File: config.mk
export PLATFORM = sky130hd
export DESIGN_NAME = pwm_fault_gate_flat
export DESIGN_NICKNAME = d
export VERILOG_FILES = /design/src/rtl/pwm_fault_gate_pkg.sv /design/src/rtl/pwm_fault_gate_if.sv /design/src/rtl/pwm_fault_gate_fault_line_filter.sv /design/src/rtl/pwm_fault_gate.sv /design/src/flat_wrapper.sv
export SDC_FILE = /design/constraint.sdc
export NUM_CORES = 1
export LEC_CHECK = 0
export BUFFER_PORTS_ARGS = -buffer_cell sky130_fd_sc_hd__buf_2
export CAP_MARGIN = 0
export CORE_MARGIN = 10
export CORE_UTILIZATION = 51
export DETAILED_ROUTE_END_ITERATION = 6
export GPL_TIMING_DRIVEN = 0
export PLACE_DENSITY = 0.76
export REMOVE_ABC_BUFFERS = 1
export SYNTH_ARGS = -nofsm -noshare
export SYNTH_HDL_FRONTEND = slang
export SYNTH_SLANG_ARGS = --single-unit
File: constraint.sdc
create_clock -name clock -period 2 [get_ports clock]
set_input_delay 0.4 -clock clock [delete_from_list [all_inputs] [get_ports clock]]
set_output_delay 0.4 -clock clock [all_outputs]
set_load 0.005 [all_outputs]
File: src/rtl/pwm_fault_gate_pkg.sv
`default_nettype none
// ============================================================================
// Module      : pwm_fault_pkg
// Description : Shared types and constants for the PWM fault gate.
// Revision    : 1.0 - initial release
// ============================================================================
package pwm_fault_pkg;

  // Depth of the fault-line metastability synchronizer.
  localparam int SYNC_DEPTH = 2;

  // Protection state machine encoding.
  typedef enum logic [1:0] {
    RUN      = 2'd0,
    TRIPPED  = 2'd1,
    CLEARING = 2'd2
  } gate_state_t;

endpackage
`default_nettype wire

File: src/rtl/pwm_fault_gate_if.sv
`default_nettype none
// ============================================================================
// Module      : pwm_fault_gate_if
// Description : PWM chain link: complementary pairs and counter status in,
//               stop request back out to the chain.
// Revision    : 1.0 - initial release
// ============================================================================
interface pwm_fault_gate_if #(
  parameter int N_CHANNELS = 3
);
  logic [N_CHANNELS-1:0] pwm_in_a;
  logic [N_CHANNELS-1:0] pwm_in_b;
  logic                  counter_status;
  logic                  stop_request;

  // PWM chain side.
  modport master (
    output pwm_in_a,
    output pwm_in_b,
    output counter_status,
    input  stop_request
  );

  // Fault gate side.
  modport slave (
    input  pwm_in_a,
    input  pwm_in_b,
    input  counter_status,
    output stop_request
  );
endinterface
`default_nettype wire

File: src/rtl/pwm_fault_gate_fault_line_filter.sv
`default_nettype none
// ============================================================================
// Module      : fault_line_filter
// Description : One trip-zone line: synchronizer, polarity correction and
//               saturating glitch filter producing a registered qualified flag.
// Revision    : 1.0 - initial release
// ============================================================================
module fault_line_filter
  import pwm_fault_pkg::*;
#(
  parameter int FILTER_WIDTH = 8
) (
  input  logic                    clock,
  input  logic                    reset,
  input  logic                    fault_in,
  input  logic                    fault_polarity,
  input  logic [FILTER_WIDTH-1:0] filter_length,
  output logic                    qualified
);

  logic [SYNC_DEPTH-1:0]   r_sync;
  logic [FILTER_WIDTH-1:0] r_count;
  logic                    w_sample;
  logic [FILTER_WIDTH:0]   w_count_next;
  logic [FILTER_WIDTH:0]   w_threshold;

  // Active-high sample after synchronization; a zero length behaves as one.
  assign w_sample     = r_sync[SYNC_DEPTH-1] ^ fault_polarity;
  assign w_count_next = {1'b0, r_count} + {{FILTER_WIDTH{1'b0}}, 1'b1};
  assign w_threshold  = (filter_length == '0) ? {{FILTER_WIDTH{1'b0}}, 1'b1}
                                              : {1'b0, filter_length};

  // Bring the asynchronous line into the clock domain.
  always_ff @(posedge clock or negedge reset) begin
    if (!reset) r_sync <= '0;
    else        r_sync <= {r_sync[SYNC_DEPTH-2:0], fault_in};
  end

  // Count consecutive active samples; qualify once the run reaches the length.
  always_ff @(posedge clock or negedge reset) begin
    if (!reset) begin
      r_count   <= '0;
      qualified <= 1'b0;
    end else if (w_sample) begin
      if (r_count != {FILTER_WIDTH{1'b1}}) r_count <= w_count_next[FILTER_WIDTH-1:0];
      qualified <= (w_count_next >= w_threshold);
    end else begin
      r_count   <= '0;
      qualified <= 1'b0;
    end
  end

endmodule
`default_nettype wire

File: src/rtl/pwm_fault_gate.sv
`default_nettype none
// ============================================================================
// Module      : pwm_fault_gate
// Description : Trip-zone protection stage. Filters fault lines, forces the
//               PWM pairs to a safe state, stops the chain and waits for a
//               qualified clear before releasing the outputs.
// Revision    : 1.0 - initial release
// ============================================================================
module pwm_fault_gate
  import pwm_fault_pkg::*;
#(
  parameter int N_CHANNELS   = 3,
  parameter int N_FAULTS     = 4,
  parameter int FILTER_WIDTH = 8
) (
  input  logic                    clock,
  input  logic                    reset,
  pwm_fault_gate_if.slave         chain,
  input  logic [N_FAULTS-1:0]     fault_in,
  input  logic [N_FAULTS-1:0]     fault_enable,
  input  logic [N_FAULTS-1:0]     fault_polarity,
  input  logic [FILTER_WIDTH-1:0] filter_length,
  input  logic [N_CHANNELS-1:0]   safe_state_a,
  input  logic [N_CHANNELS-1:0]   safe_state_b,
  input  logic                    fault_clear,
  output logic [N_CHANNELS-1:0]   out_a,
  output logic [N_CHANNELS-1:0]   out_b,
  output logic                    fault_active,
  output logic [N_FAULTS-1:0]     first_fault,
  output logic [N_FAULTS-1:0]     fault_flags
);

  gate_state_t           r_state;
  gate_state_t           w_state_next;
  logic [N_FAULTS-1:0]   w_qualified;
  logic [N_FAULTS-1:0]   w_trip_vec;
  logic                  w_trip;
  logic [N_CHANNELS-1:0] w_safe_a;
  logic [N_CHANNELS-1:0] w_safe_b;
  logic [N_CHANNELS-1:0] w_out_a_d;
  logic [N_CHANNELS-1:0] w_out_b_d;
  logic                  w_stop_d;
  logic                  w_active_d;
  logic [N_FAULTS-1:0]   w_first_d;
  logic [N_FAULTS-1:0]   w_flags_d;
  logic                  r_stop;

  generate
    for (genvar gi = 0; gi < N_FAULTS; gi++) begin : g_line
      fault_line_filter #(
        .FILTER_WIDTH (FILTER_WIDTH)
      ) u_filter (
        .clock          (clock),
        .reset          (reset),
        .fault_in       (fault_in[gi]),
        .fault_polarity (fault_polarity[gi]),
        .filter_length  (filter_length),
        .qualified      (w_qualified[gi])
      );
    end
  endgenerate

  // Only enabled lines trip; disabled lines keep filtering in the background.
  assign w_trip_vec = w_qualified & fault_enable;
  assign w_trip     = |w_trip_vec;

  // Shoot-through guard: a pair requested as 11 is driven 00 instead.
  assign w_safe_a = safe_state_a & ~safe_state_b;
  assign w_safe_b = safe_state_b & ~safe_state_a;

  assign chain.stop_request = r_stop;

  // State register.
  always_ff @(posedge clock or negedge reset) begin
    if (!reset) r_state <= RUN;
    else        r_state <= w_state_next;
  end

  // Next-state logic; a trip always beats a clear or a restart.
  always_comb begin
    w_state_next = r_state;
    case (r_state)
      RUN:      if (w_trip) w_state_next = TRIPPED;
      TRIPPED:  if (!w_trip && fault_clear && !chain.counter_status)
                  w_state_next = CLEARING;
      CLEARING: if (w_trip) w_state_next = TRIPPED;
                else if (chain.counter_status) w_state_next = RUN;
      default:  w_state_next = RUN;
    endcase
  end

  // Output decode from the next state so outputs move with the state register.
  always_comb begin
    w_out_a_d  = w_safe_a;
    w_out_b_d  = w_safe_b;
    w_stop_d   = (w_state_next == TRIPPED);
    w_active_d = (w_state_next != RUN);
    w_first_d  = first_fault;
    w_flags_d  = fault_flags | w_trip_vec;
    if (w_state_next == RUN) begin
      w_out_a_d = chain.pwm_in_a;
      w_out_b_d = chain.pwm_in_b;
      w_first_d = '0;
      w_flags_d = '0;
    end else if (r_state == RUN) begin
      w_first_d = w_trip_vec;
    end
  end

  // Registered outputs.
  always_ff @(posedge clock or negedge reset) begin
    if (!reset) begin
      out_a        <= '0;
      out_b        <= '0;
      r_stop       <= 1'b0;
      fault_active <= 1'b0;
      first_fault  <= '0;
      fault_flags  <= '0;
    end else begin
      out_a        <= w_out_a_d;
      out_b        <= w_out_b_d;
      r_stop       <= w_stop_d;
      fault_active <= w_active_d;
      first_fault  <= w_first_d;
      fault_flags  <= w_flags_d;
    end
  end

endmodule
`default_nettype wire
File: src/flat_wrapper.sv
// flat-port wrapper written by rule: the top's interface ports become plain ports
module pwm_fault_gate_flat import pwm_fault_pkg::*;
#(
  parameter int N_CHANNELS   = 3,
  parameter int N_FAULTS     = 4,
  parameter int FILTER_WIDTH = 8
)
  (clock, reset, fault_in, fault_enable, fault_polarity, filter_length, safe_state_a, safe_state_b, fault_clear, out_a, out_b, fault_active, first_fault, fault_flags, chain_pwm_in_a, chain_pwm_in_b, chain_counter_status, chain_stop_request);
  pwm_fault_gate_if #(.N_CHANNELS(N_CHANNELS)) chain_i ();
  input  logic clock;
  input  logic reset;
  input  logic [N_FAULTS-1:0] fault_in;
  input  logic [N_FAULTS-1:0] fault_enable;
  input  logic [N_FAULTS-1:0] fault_polarity;
  input  logic [FILTER_WIDTH-1:0] filter_length;
  input  logic [N_CHANNELS-1:0] safe_state_a;
  input  logic [N_CHANNELS-1:0] safe_state_b;
  input  logic fault_clear;
  output logic [N_CHANNELS-1:0] out_a;
  output logic [N_CHANNELS-1:0] out_b;
  output logic fault_active;
  output logic [N_FAULTS-1:0] first_fault;
  output logic [N_FAULTS-1:0] fault_flags;
  input wire logic [$bits(chain_i.pwm_in_a)-1:0] chain_pwm_in_a;
  input wire logic [$bits(chain_i.pwm_in_b)-1:0] chain_pwm_in_b;
  input wire logic [$bits(chain_i.counter_status)-1:0] chain_counter_status;
  output wire logic [$bits(chain_i.stop_request)-1:0] chain_stop_request;
  assign chain_i.pwm_in_a = chain_pwm_in_a;
  assign chain_i.pwm_in_b = chain_pwm_in_b;
  assign chain_i.counter_status = chain_counter_status;
  assign chain_stop_request = chain_i.stop_request;
  pwm_fault_gate #(.N_CHANNELS(N_CHANNELS), .N_FAULTS(N_FAULTS), .FILTER_WIDTH(FILTER_WIDTH)) u_core (.clock(clock), .reset(reset), .chain(chain_i), .fault_in(fault_in), .fault_enable(fault_enable), .fault_polarity(fault_polarity), .filter_length(filter_length), .safe_state_a(safe_state_a), .safe_state_b(safe_state_b), .fault_clear(fault_clear), .out_a(out_a), .out_b(out_b), .fault_active(fault_active), .first_fault(first_fault), .fault_flags(fault_flags));
endmodule
Yosys cells after proc, flatten, opt, wreduce, memory -nomap -nowiden
Index checks and enable logic that the tools add are counted.
W data, S select, Z words.
{"block": "word_totals", "inputBits": 36, "reg_bits": 62, "word_cells": 81}
{"block": "classes", "n_mux": 23, "bitwise": 10, "eq_ne": 11, "n_reduce_logical": 10, "addsub": 4, "n_lt_le_gt_ge": 4}
{"op": "$mux W8", "count": 9}
{"op": "$add A8 B1 Y9 const B", "count": 4}
{"op": "$ne A8 B8 Y1 const B", "count": 4}
{"op": "$ge A9 B9 Y1", "count": 3}
{"op": "$mux W4", "count": 3}
{"op": "$ge A9 B8 Y1", "count": 1}
{"op": "$logic_not A8 Y1", "count": 1}
{"op": "$mux W2", "count": 4}
{"op": "$ne A2 B1 Y1 const B", "count": 4}
{"op": "$and A3 B3 Y3", "count": 2}
{"op": "$mux W3", "count": 2}
{"op": "$not A3 Y3", "count": 2}
{"op": "$pmux W2 S3", "count": 1}
{"op": "$and A4 B4 Y4", "count": 1}
{"op": "$eq A2 B1 Y1 const B", "count": 2}
{"op": "$logic_not A2 Y1", "count": 2}
{"op": "$mux W1", "count": 4}
{"op": "$or A4 B4 Y4", "count": 1}
{"op": "$reduce_bool A2 Y1", "count": 2}
{"op": "$reduce_or A4 Y1", "count": 1}
{"op": "$xor A1 B1 Y1", "count": 4}
{"op": "$eq A2 B2 Y1 const B", "count": 1}
{"op": "$logic_and A1 B1 Y1", "count": 2}
{"op": "$logic_not A1 Y1", "count": 2}

Longest topological paths before layout
Gate-level depths: netlist of the first run.
{"block": "depth", "word_depth": 9, "depth_mapped": 9}

Cells and area by module
Synthesis of the first run repeated with hierarchy kept, for this count alone.
{"block": "hier_totals", "cells_unflattened": 383, "hier_area_um2": 3708.6}
{"mod": "fault_line_filter", "area_per_inst_um2": 729.4, "cells_each": 79, "n_inst": 4}
{"mod": "pwm_fault_gate", "area_per_inst_um2": 790.8, "cells_each": 67, "n_inst": 1}

Worst setup path before layout of the first run
OpenSTA, ideal clock, no wires.
{"block": "synth_path", "path_type": "register -> register", "start": "register u_core.g_line[3].u_filter.r_count[0]", "end": "register u_core.g_line[3].u_filter.qualified", "slack_ps": 118, "synth_period_minus_slack_ps": 1882, "arrival_time_ps": 1748, "required_ps": 1866, "setup_ps": 134, "stages_incl_launch_ff": 8, "n_path_buf": 0, "cell_sequence": "dfrtp_1 > ha_1 > nand4_1 > nor2_1 > xor2_1 > ha_1 > a2111oi_0 > a21oi_1"}
{"block": "synth_between", "elab_chain_cells": 3}
{"item": "from (decl)", "line": "pwm_fault_gate_fault_line_filter.sv:22", "source": "logic [FILTER_WIDTH-1:0] r_count;"}
{"item": "from (signal assigned)", "line": "pwm_fault_gate_fault_line_filter.sv:45", "source": "if (r_count != {FILTER_WIDTH{1'b1}}) r_count <= w_count_next[FILTER_WIDTH-1:0];"}
{"item": "$add A8 B1 Y9", "line": "pwm_fault_gate_fault_line_filter.sv:29", "source": "assign w_count_next = {1'b0, r_count} + {{FILTER_WIDTH{1'b0}}, 1'b1};"}
{"item": "$ge A9 B9 Y1", "line": "pwm_fault_gate_fault_line_filter.sv:46", "source": "qualified <= (w_count_next >= w_threshold);"}
{"item": "$mux W1", "line": "pwm_fault_gate_fault_line_filter.sv:44", "source": "end else if (w_sample) begin"}
{"item": "to (signal assigned)", "line": "pwm_fault_gate_fault_line_filter.sv:46"}
{"item": "to (decl)", "line": "pwm_fault_gate_fault_line_filter.sv:18", "source": "output logic qualified"}
No other way between the ends.
A chain may end at the register's enable or synchronous reset.

Final worst setup path of the first run
{"block": "layout_path", "start": "register u_core.g_line[1].u_filter.r_count[0]", "end": "register u_core.g_line[1].u_filter.qualified"}
{"block": "layout_between", "elab_chain_cells": 3}
{"item": "from (decl)", "line": "pwm_fault_gate_fault_line_filter.sv:22"}
{"item": "from (signal assigned)", "line": "pwm_fault_gate_fault_line_filter.sv:45"}
{"item": "$add A8 B1 Y9", "line": "pwm_fault_gate_fault_line_filter.sv:29"}
{"item": "$ge A9 B9 Y1", "line": "pwm_fault_gate_fault_line_filter.sv:46"}
{"item": "$mux W1", "line": "pwm_fault_gate_fault_line_filter.sv:44"}
{"item": "to (signal assigned)", "line": "pwm_fault_gate_fault_line_filter.sv:46"}
{"item": "to (decl)", "line": "pwm_fault_gate_fault_line_filter.sv:18"}
No other way between the ends.

==> run metrics, run 1 <==
share of the synthesized area in the top cell type=45.44%; first-pass GRT wire length=12290 um; Clock Skews=0.002989 ns; #FFs+latches synth=62; cell area after layout=4165 um^2; routed wl met3=607 um; leakage power=about 2.1 nW; Crit path arrival time=2.18 ns; largest fanout on the critical path=5; VDD IR max=541.3 uV; Seq pwr share=48.0%; Unique masters post-synth=40; Clock transition at path regs=0.06 ns; grt total ovfl=0; pwr/cell area=702.4 nW/um^2; Area contributors post-synth=dfrtp_1 (45%), ha_1 (13%), nor2_1 (5.2%); Total Routed Length=7492 um; Post-synth EDFFs=0; Max Slew Vio Count=0; Die W=101.8 um; post-route ant nets=0; Startpoint Class=flop; Min-Delay Path Class=in -> async; Sink Count=62; setup repair after global routing missed its margin=true; share of cells above drive strength 1=25.12%; DR DRC count=0; YS warnings=0; Slew @ Worst Pin=0.7971 ns; switch share=27.20%; part of the Yosys area used for sequential elements=45.44%; ant diodes=0; Setup-failing EPs final=0; DR WL met2=3571 um; cell accounting for the most synthesized area=dfrtp_1; Internal Power=around 2.1 mW; port buffer count=51; num rows=29; IO Count=52; DIE AREA=10370 um^2; post-detail-place hpwl=5222 um; Worst Setup End Kind=flop; vias in the first global route=~2800; Placer Congestion=between 0.8 and 0.9; CTS tree=built; Comb pwr share=16.5%; Post-synth top cells=dfrtp_1 (62), nor2_1 (47), ha_1 (36); Fill cells=517; Async SR Flop Fraction=100.0%; CTS buffer count=9; Gate Count Post-Synth=336; GR Util All Layers=14.76%; maximum clock rate=about 510 MHz; Core ar.=~6400 um^2; Die Height=101.8 um; Avg Synthesized Cell Area=10.16 um^2; status=finished, final reports clean; mapped cell area=3415 um^2; via count=2692; clk buf depth=2; critical path class=reg -> reg; clock network latency to the later pin of the worst-skew pair=0.34 ns; clock share of power=35.5%; top-count cell post-synth=dfrtp_1; initial antenna violation count=0; Synth-to-Final Area Change=21.99%; DP Worst Slack=-0.2660 ns; DR top layer=met4; TritonRoute pass-1 iters=4; routed length per instance=15.51 um; Final Hold Fails=0; met1 wire length=3191 um; Max H-tree Level=3; fin crit share=98.43%; maxcap violations=0; Final Instance Count excl. Fillers=483; Nets=roughly 470; Worst EP required=2.21 ns; net switching power=0.7958 mW; Post-DP Area=3749 um^2; Via density=5.573; Slew headroom=a little under half; Cells after DPL=461; Root Buffer=clkbuf_8; Primary FF master, synth=dfrtp_1; Design Power=2.926 mW; Detailed Route Iter0 Violations=82; maximum number of pins on one net before global-route repair=63; Final min period=1.969 ns; Setup WS post-layout=between 0.03 and 0.04 ns; initial core utilization=53.17%
## worst paths after layout
path                                                               endpoint  cells past startpoint  slack [ns]                                        startpoint
min in group clock            u_core.g_line[1].u_filter.r_sync[0]$_DFF_PN0_                      1        0.16                                       fault_in[1]
max in group asynchronous  u_core.g_line[1].u_filter.r_count[0]$_DFFE_PN0P_                      1        1.31                                             reset
min reg2reg                   u_core.g_line[1].u_filter.r_sync[1]$_DFF_PN0_                      0        0.35     u_core.g_line[1].u_filter.r_sync[0]$_DFF_PN0_
min                                             u_core.r_state[1]$_DFF_PN0_                      1        0.13                                             reset
max                           u_core.g_line[1].u_filter.qualified$_DFF_PN0_                      7        0.03  u_core.g_line[1].u_filter.r_count[0]$_DFFE_PN0P_
max reg2reg                   u_core.g_line[1].u_filter.qualified$_DFF_PN0_                      7        0.03  u_core.g_line[1].u_filter.r_count[0]$_DFFE_PN0P_
## cell usage in the layout, fill, tap and decap left out, types with 3 or more instances in the layout
cell,instances
nor3_1,9
mux2i_1,4
nand3_1,15
o21ai_0,16
dfrtp_2,3
o211ai_1,3
ha_4,3
o21a_1,9
nand2_1,17
buf_2,50
inv_1,15
xor2_1,15
and3_1,3
clkbuf_8,13
dfrtp_1,59
xnor2_2,3
ha_1,32
nor2_1,46
buf_4,7
xnor2_1,13
a21oi_1,15
nand2b_1,7
and4_1,3
o31ai_1,4
## per-layer routing
metal / global-route usage, % / vias to the layer above
met5: 0 / -
met4: 5.640 / 0
met3: 5.466 / 12
met2: 24.45 / 83
met1: 17.12 / 1279
li1: - / 1318
## critical path, stage by stage, from the launching register on
cell	delay [ns]
dfrtp_2	0.43
and3_4	0.20
nand3_2	0.09
xnor2_2	0.20
ha_1	0.27
a21o_1	0.20
a2111oi_4	0.34
a21oi_1	0.10
## power groups by stage
stage / logic, mW / clock network [mW] / registers (mW)
2_1_floorplan: 0.267 / 0 / 1.41
3_3_place_gp: 0.408 / 0 / 1.41
3_5_place_dp: 0.428 / 0 / 1.42
4_1_cts: 0.450 / 1.07 / 1.39
5_1_grt: 0.563 / 1.12 / 1.42
6_report: 0.483 / 1.04 / 1.40
## registers in the layout (all words and copies together) (netlist names)
register,flops
u_core.fault_flags,4
u_core.out_b,3
u_core.fault_active,1
u_core.g_line.u_filter.r_count,32
u_core.chain.stop_request,1
u_core.r_state,2
u_core.g_line.u_filter.r_sync,8
u_core.g_line.u_filter.qualified,4
u_core.first_fault,4
u_core.out_a,3
## cells by family (layout without fill, tap and decap cells)
logic type                 Yosys count  count (layout)  synth area share (%)
buffers and inverters               18              88                 2.162
and+or+nand+nor                    119             119                 17.15
DFF                                 62              62                 45.44
AOI/OAI and AO/OA                   65              65                 12.68
xor gates and xnor gates            32              32                 8.208
muxes                                4               4                 1.173
adders and majority gates           36              36                 13.19
## what timing repair did
action / in CTS / in global routing
gates resized for setup: 13 / 19
buffers inserted: 3 / 4
pin swaps: 5 / 13
endpoints found under the setup margin: 3 / 4
hold buffers: 0 / 0
## cell type report
type	count	area [um^2]	share of cell area (%)
timing repair buffer	58	314.1	7.540
tap	77	96.34	2.313
sequential	62	1555	37.34
inverter	15	56.30	1.352
clock buffer	15	186.4	4.476
multi-input combinational	256	1957	46.98
## per-stage QoR
step                      hold slack (ns)  TNS [ns]  utilization (%)
final                              0.1285         0            64.85
after floorplan                    0.1044         0                -
after global placement             0.3324   -0.4252            58.37
after CTS                          0.1457         0            62.48
after global routing               0.1461   -0.2207            64.85
after detailed placement           0.3358   -0.6382            58.37
Note: power is estimated with default switching activity, not from simulation.
==> inputs of run 2 (changes only) <==
--- a/config.mk
+++ b/config.mk
@@ -7,6 +7,7 @@
 export LEC_CHECK = 0
 export BUFFER_PORTS_ARGS = -buffer_cell sky130_fd_sc_hd__buf_2
 export CAP_MARGIN = 0
+export CORE_ASPECT_RATIO = 1.75
 export CORE_MARGIN = 10
 export CORE_UTILIZATION = 51
 export DETAILED_ROUTE_END_ITERATION = 6
==> run metrics, run 2 (same netlist as run 1, synthesis figures left out) <==
initial antenna violation count=0 (unchanged); port buffer count=51 (unchanged); Via density=5.513 (was 5.573); Clock Skews=0.004545 ns (was 0.002989 ns); Die Height=128.2 um (was 101.8 um); post-detail-place hpwl=5510 um (was 5222 um); Clock transition at path regs=0.05 ns (was 0.06 ns); Total Routed Length=7627 um (was 7492 um); clk buf depth=2 (unchanged); register area=1556 um^2 (was 1555 um^2); Sink Count=62 (unchanged); num rows=39 (was 29); Core ar.=6539 um^2 (was 6422 um^2); Max Slew Vio Count=0 (unchanged); Worst EP required=2.20 ns (was 2.21 ns); maxcap violations=0 (unchanged); Slew @ Worst Pin=0.7577 ns (was 0.7971 ns); leakage power=2.189 nW (was 2.102 nW); clock network latency to the later pin of the worst-skew pair=0.33 ns (was 0.34 ns); first-pass GRT wire length=12300 um (was 12290 um); share of cells above drive strength 1=27.60% (was 25.12%); Setup-failing EPs final=1 (was 0); Setup WS post-layout=-0.03028 ns (was 0.03139 ns); Max H-tree Level=3 (unchanged); via count=2729 (was 2692); setup repair after global routing missed its margin=true (unchanged); DR DRC count=0 (unchanged); largest fanout on the critical path=3 (was 5); Global Route met2 Usage=26.78% (was 24.45%); post-route ant nets=0 (unchanged); Die W=81.86 um (was 101.8 um); max reg flops=32 (unchanged); VDD IR max=553.9 uV (was 541.3 uV); Detailed Route Iter0 Violations=93 (was 82); Synth-to-Final Area Change=27.19% (was 21.99%); hold-fix buffers at CTS=0 (unchanged); commonest non-fill, non-tap cells in the layout=dfrtp_1 (58), buf_2 (50), nor2_1 (45) (was dfrtp_1 (59), buf_2 (50), nor2_1 (46)); Placer Congestion=0.8111 (was 0.8219); Crit path arrival time=2.23 ns (was 2.18 ns); maximum number of pins on one net before global-route repair=63 (unchanged); IO Count=52 (unchanged); Final min period=2.030 ns (was 1.969 ns); Final Hold Fails=0 (unchanged); grt total ovfl=0 (unchanged); critical path class=reg -> reg (unchanged); Min-Delay Path Class=in -> async (unchanged); R2R depth=8 (was 7); Worst Setup End Kind=flop (unchanged); CTS buffer count=9 (unchanged); gr busiest metal=met2 (unchanged); maximum clock rate=492.5 MHz (was 508.0 MHz); multi-input logic area=1967 um^2 (was 1957 um^2); vias in the first global route=2762 (was 2792); initial core utilization=52.22% (was 53.17%); Slew headroom=49.12% (was 46.48%); hold_ws=0.1500 ns (was 0.1285 ns); Nets=480 (was 474); Startpoint Class=flop (unchanged); fin crit share=101.5% (was 98.43%); ant diodes=0 (unchanged); Biggest register=u_core.g_line.u_filter.r_count (unchanged); Largest regs=u_core.g_line.u_filter.r_count x32, u_core.g_line.u_filter.r_sync x8 (unchanged); met1 Use GR=15.02% (was 17.12%); violated checks=negative setup slack; most common cell after layout, fill and taps aside=dfrtp_1 (unchanged); GR Util All Layers=15.01% (was 14.76%); final core occ=66.42% (was 64.85%); DIE AREA=10500 um^2 (was 10370 um^2); CTS tree=built (unchanged); pwr/cell area=795.5 nW/um^2 (was 702.4 nW/um^2); status=complete, but fails checks (was finished, final reports clean); Root Buffer=clkbuf_16 (was clkbuf_8); routing usage on met3=4.284% (was 5.466%); routed length per instance=15.41 um (was 15.51 um); Fill cells=521 (was 517); TritonRoute pass-1 iters=4 (unchanged)
[run 2: per-layer routing]
metal	share of wire [%]	vias to the layer above
met2	54	63
met3	6.8	12
met4	2.0	0
met1	37	1315
li1	-	1339
met5	0	-
[run 2: cell type report]
type,count,share of cell area [%]
clock inverter,4,1.037
sequential,62,35.84
tap,82,2.362
multi-input combinational,256,45.29
clock buffer,12,5.906
inverter,15,1.296
timing repair buffer,64,8.268
[run 2: power breakdown]
group	leakage, nW	internal (mW)	switching, mW
clock network	0.152	1.02	0.522
logic	1.22	0.237	0.268
registers	0.818	1.33	0.0711
[run 2: worst paths after layout]
check	endpoint	from	slack, ns
setup / recovery	u_core.g_line[3].u_filter.qualified$_DFF_PN0_	u_core.g_line[3].u_filter.r_count[1]$_DFFE_PN0P_	-0.03
hold / removal	u_core.out_a[1]$_DFF_PN0_	reset	0.15
setup reg to reg	u_core.g_line[3].u_filter.qualified$_DFF_PN0_	u_core.g_line[3].u_filter.r_count[1]$_DFFE_PN0P_	-0.03
hold reg to reg	u_core.g_line[0].u_filter.r_sync[1]$_DFF_PN0_	u_core.g_line[0].u_filter.r_sync[0]$_DFF_PN0_	0.35
max in group asynchronous	u_core.g_line[1].u_filter.r_count[0]$_DFFE_PN0P_	reset	1.30
min in group clock	u_core.g_line[2].u_filter.r_sync[0]$_DFF_PN0_	fault_in[2]	0.17
[run 2: critical path: stages, from the launching register on]
cell       delay, ns
dfrtp_1         0.41
buf_4           0.15
nand2_1         0.10
nor2_2          0.07
xnor2_2         0.15
ha_1            0.33
a21o_1          0.22
a2111oi_4       0.37
a21oi_2         0.10
[run 2: metrics by stage]
step / power (mW) / cell area, um^2 / cells / TNS, ns / worst slack [ns]
2_1_floorplan: 1.672 / 3397 / 333 / 0 / 0.1182
3_3_place_gp: 1.825 / 3755 / 466 / -0.4033 / -0.1342
3_5_place_dp: 1.845 / 3755 / 466 / -0.5879 / -0.2019
4_1_cts: 3.441 / 4148 / 489 / -0.02275 / -0.02275
5_1_grt: 3.635 / 4343 / 495 / -0.2728 / -0.1084
6_report: 3.455 / 4343 / 495 / -0.03028 / -0.03028
[run 2: timing repair]
action	CTS	global route
pin swaps	6	15
setup endpoints to repair	3	4
setup buffers	7	6
resized for setup	10	26
==> inputs of run 3 (changes only) <==
--- a/config.mk
+++ b/config.mk
@@ -14,6 +14,7 @@
 export GPL_TIMING_DRIVEN = 0
 export PLACE_DENSITY = 0.76
 export REMOVE_ABC_BUFFERS = 1
+export SETUP_SLACK_MARGIN = 0.15
 export SYNTH_ARGS = -nofsm -noshare
 export SYNTH_HDL_FRONTEND = slang
 export SYNTH_SLANG_ARGS = --single-unit
==> run metrics, run 3 (same netlist as run 1, synthesis figures left out) <==
register area=1555 um^2 (was 1556 um^2); ant diodes=0 (unchanged); Synth-to-Final Area Change=28.91% (was 27.19%); hold_ws=0.1499 ns (was 0.1500 ns); clock network latency to the later pin of the worst-skew pair=0.33 ns (about the same); Largest regs=u_core.g_line.u_filter.r_count x32, u_core.g_line.u_filter.r_sync x8 (unchanged); critical path class=reg -> reg (unchanged); TritonRoute pass-1 iters=7 (was 4); port buffer count=51 (unchanged); CTS tree=built (unchanged); maximum number of pins on one net before global-route repair=63 (unchanged); Worst path slowest cell=dfrtp_1 (unchanged); Final min period=1.994 ns (was 2.030 ns); largest fanout on the critical path=3 (unchanged); Slew headroom=49.00% (was 49.12%); Core ar.=6539 um^2 (unchanged); IO Count=52 (unchanged); Worst Setup End Kind=flop (unchanged); pwr/cell area=791.6 nW/um^2 (was 795.5 nW/um^2); Root Buffer=clkbuf_16 (unchanged); Startpoint Class=flop (unchanged); share of cells above drive strength 1=28.88% (was 27.60%); Clock transition at path regs=0.05 ns (about the same); Nets=486 (was 480); post-route ant nets=0 (unchanged); delay of the slowest cell on the worst path=0.39 ns (was 0.41 ns); Final Hold Fails=0 (unchanged); multi-input logic area=1982 um^2 (was 1967 um^2); first-pass GRT wire length=12830 um (was 12300 um); Final Instance Count excl. Fillers=501 (was 495); Clock Skews=0.003959 ns (was 0.004545 ns); Biggest register=u_core.g_line.u_filter.r_count (unchanged); Detailed Route Iter0 Violations=113 (was 93); worst-path cell chain=buf_4 > nand2_1 > nor2_1 > xnor2_1 > ha_1 > a21o_1 > a2111oi_4 > a21oi_2 (was buf_4 > nand2_1 > nor2_2 > xnor2_2 > ha_1 > a21o_1 > a2111oi_4 > a21oi_2); Setup-failing EPs final=0 (was 1); DR DRC count=0 (unchanged); vias in the first global route=2826 (was 2762); CP top delay family=compound AO/OA/AOI/OAI gates (unchanged); maximum clock rate=501.6 MHz (was 492.5 MHz); Cells after DPL=466 (unchanged); setup repair after global routing missed its margin=true (unchanged); post-detail-place hpwl=5510 um (unchanged); WP buf/inv=1 (unchanged); Die Height=128.2 um (unchanged); status=finished, final reports clean (was complete, but fails checks); Max H-tree Level=3 (unchanged); Design Power=3.485 mW (was 3.455 mW); Sink Count=62 (unchanged); Setup TNS Final=0 ns (was -0.03028 ns); Total Routed Length=7825 um (was 7627 um); maxcap violations=0 (unchanged); Crit path arrival time=2.19 ns (was 2.23 ns); Max Slew Vio Count=0 (unchanged); Min-Delay Path Class=in -> async (unchanged); initial core utilization=52.22% (unchanged); clk buf depth=2 (unchanged); VDD IR max=554.6 uV (was 553.9 uV); routed length per instance=15.62 um (was 15.41 um); Placer Congestion=0.8111 (unchanged); Die W=81.86 um (unchanged); initial antenna violation count=0 (unchanged); commonest non-fill, non-tap cells in the layout=dfrtp_1 (59), buf_2 (50), nor2_1 (46) (was dfrtp_1 (58), buf_2 (50), nor2_1 (45)); GR Util All Layers=15.69% (was 15.01%); Slew @ Worst Pin=0.7595 ns (was 0.7577 ns); CTS buffer count=9 (unchanged); Via density=5.495 (was 5.513); leakage power=2.247 nW (was 2.189 nW); Fill cells=508 (was 521); via count=2753 (was 2729); most common cell after layout, fill and taps aside=dfrtp_1 (unchanged); Worst EP required=2.20 ns (about the same); num rows=39 (unchanged); grt total ovfl=0 (unchanged); max reg flops=32 (unchanged); fin crit share=99.68% (was 101.5%); DIE AREA=10500 um^2 (unchanged)
run 3: what timing repair did:
action,CTS,global route
gates resized for setup,26,11
pin swaps,17,8
buffers inserted,13,6
hold buffers,0,0
hold endpoints to repair,0,0
endpoints found under the setup margin,4,10
run 3: per-stage QoR:
step	setup slack (ns)	utilization (%)	cell area [um^2]
5_1_grt	-0.1044	67.32	4402
3_3_place_gp	-0.1342	57.42	3755
3_5_place_dp	-0.2019	57.42	3755
2_1_floorplan	0.1182	-	3397
4_1_cts	-0.003149	65.48	4282
6_report	0.006392	67.32	4402
run 3: final timing paths:
| check | slack [ns] | from | end | cells after the start |
|---|---|---|---|---|
| min in group clock | 0.17 | fault_in[2] | u_core.g_line[2].u_filter.r_sync[0]$_DFF_PN0_ | 1 |
| worst min-delay path | 0.15 | reset | u_core.out_a[1]$_DFF_PN0_ | 1 |
| max in group asynchronous | 1.30 | reset | u_core.g_line[1].u_filter.r_count[0]$_DFFE_PN0P_ | 1 |
| worst min register to register | 0.35 | u_core.g_line[0].u_filter.r_sync[0]$_DFF_PN0_ | u_core.g_line[0].u_filter.r_sync[1]$_DFF_PN0_ | 0 |
| worst max-delay path | 0.006 | u_core.g_line[3].u_filter.r_count[1]$_DFFE_PN0P_ | u_core.g_line[3].u_filter.qualified$_DFF_PN0_ | 8 |
| worst max register to register | 0.006 | u_core.g_line[3].u_filter.r_count[1]$_DFFE_PN0P_ | u_core.g_line[3].u_filter.qualified$_DFF_PN0_ | 8 |
run 3: final cells by class:
type | instances | area share (%)
clock buffer | 12 | 5.827
multi-input combinational | 256 | 45.03
sequential | 62 | 35.33
inverter | 15 | 1.279
timing repair buffer | 70 | 9.181
tap | 82 | 2.331
clock inverter | 4 | 1.023
run 3: where the power goes:
group	leakage, nW	total [mW]	internal [mW]	switching [mW]
logic	1.28	0.542	0.258	0.284
clock network	0.152	1.54	1.02	0.518
registers	0.820	1.40	1.33	0.0682
total	2.25	3.48	2.61	0.871
run 3: layer usage:
metal	vias to the layer above	GRT usage (%)	share of wire, %
li1	1350	-	-
met1	1316	15.87	36
met2	77	28.50	55
met3	10	4.073	7.3
met4	0	7.143	1.6
met5	-	0	0
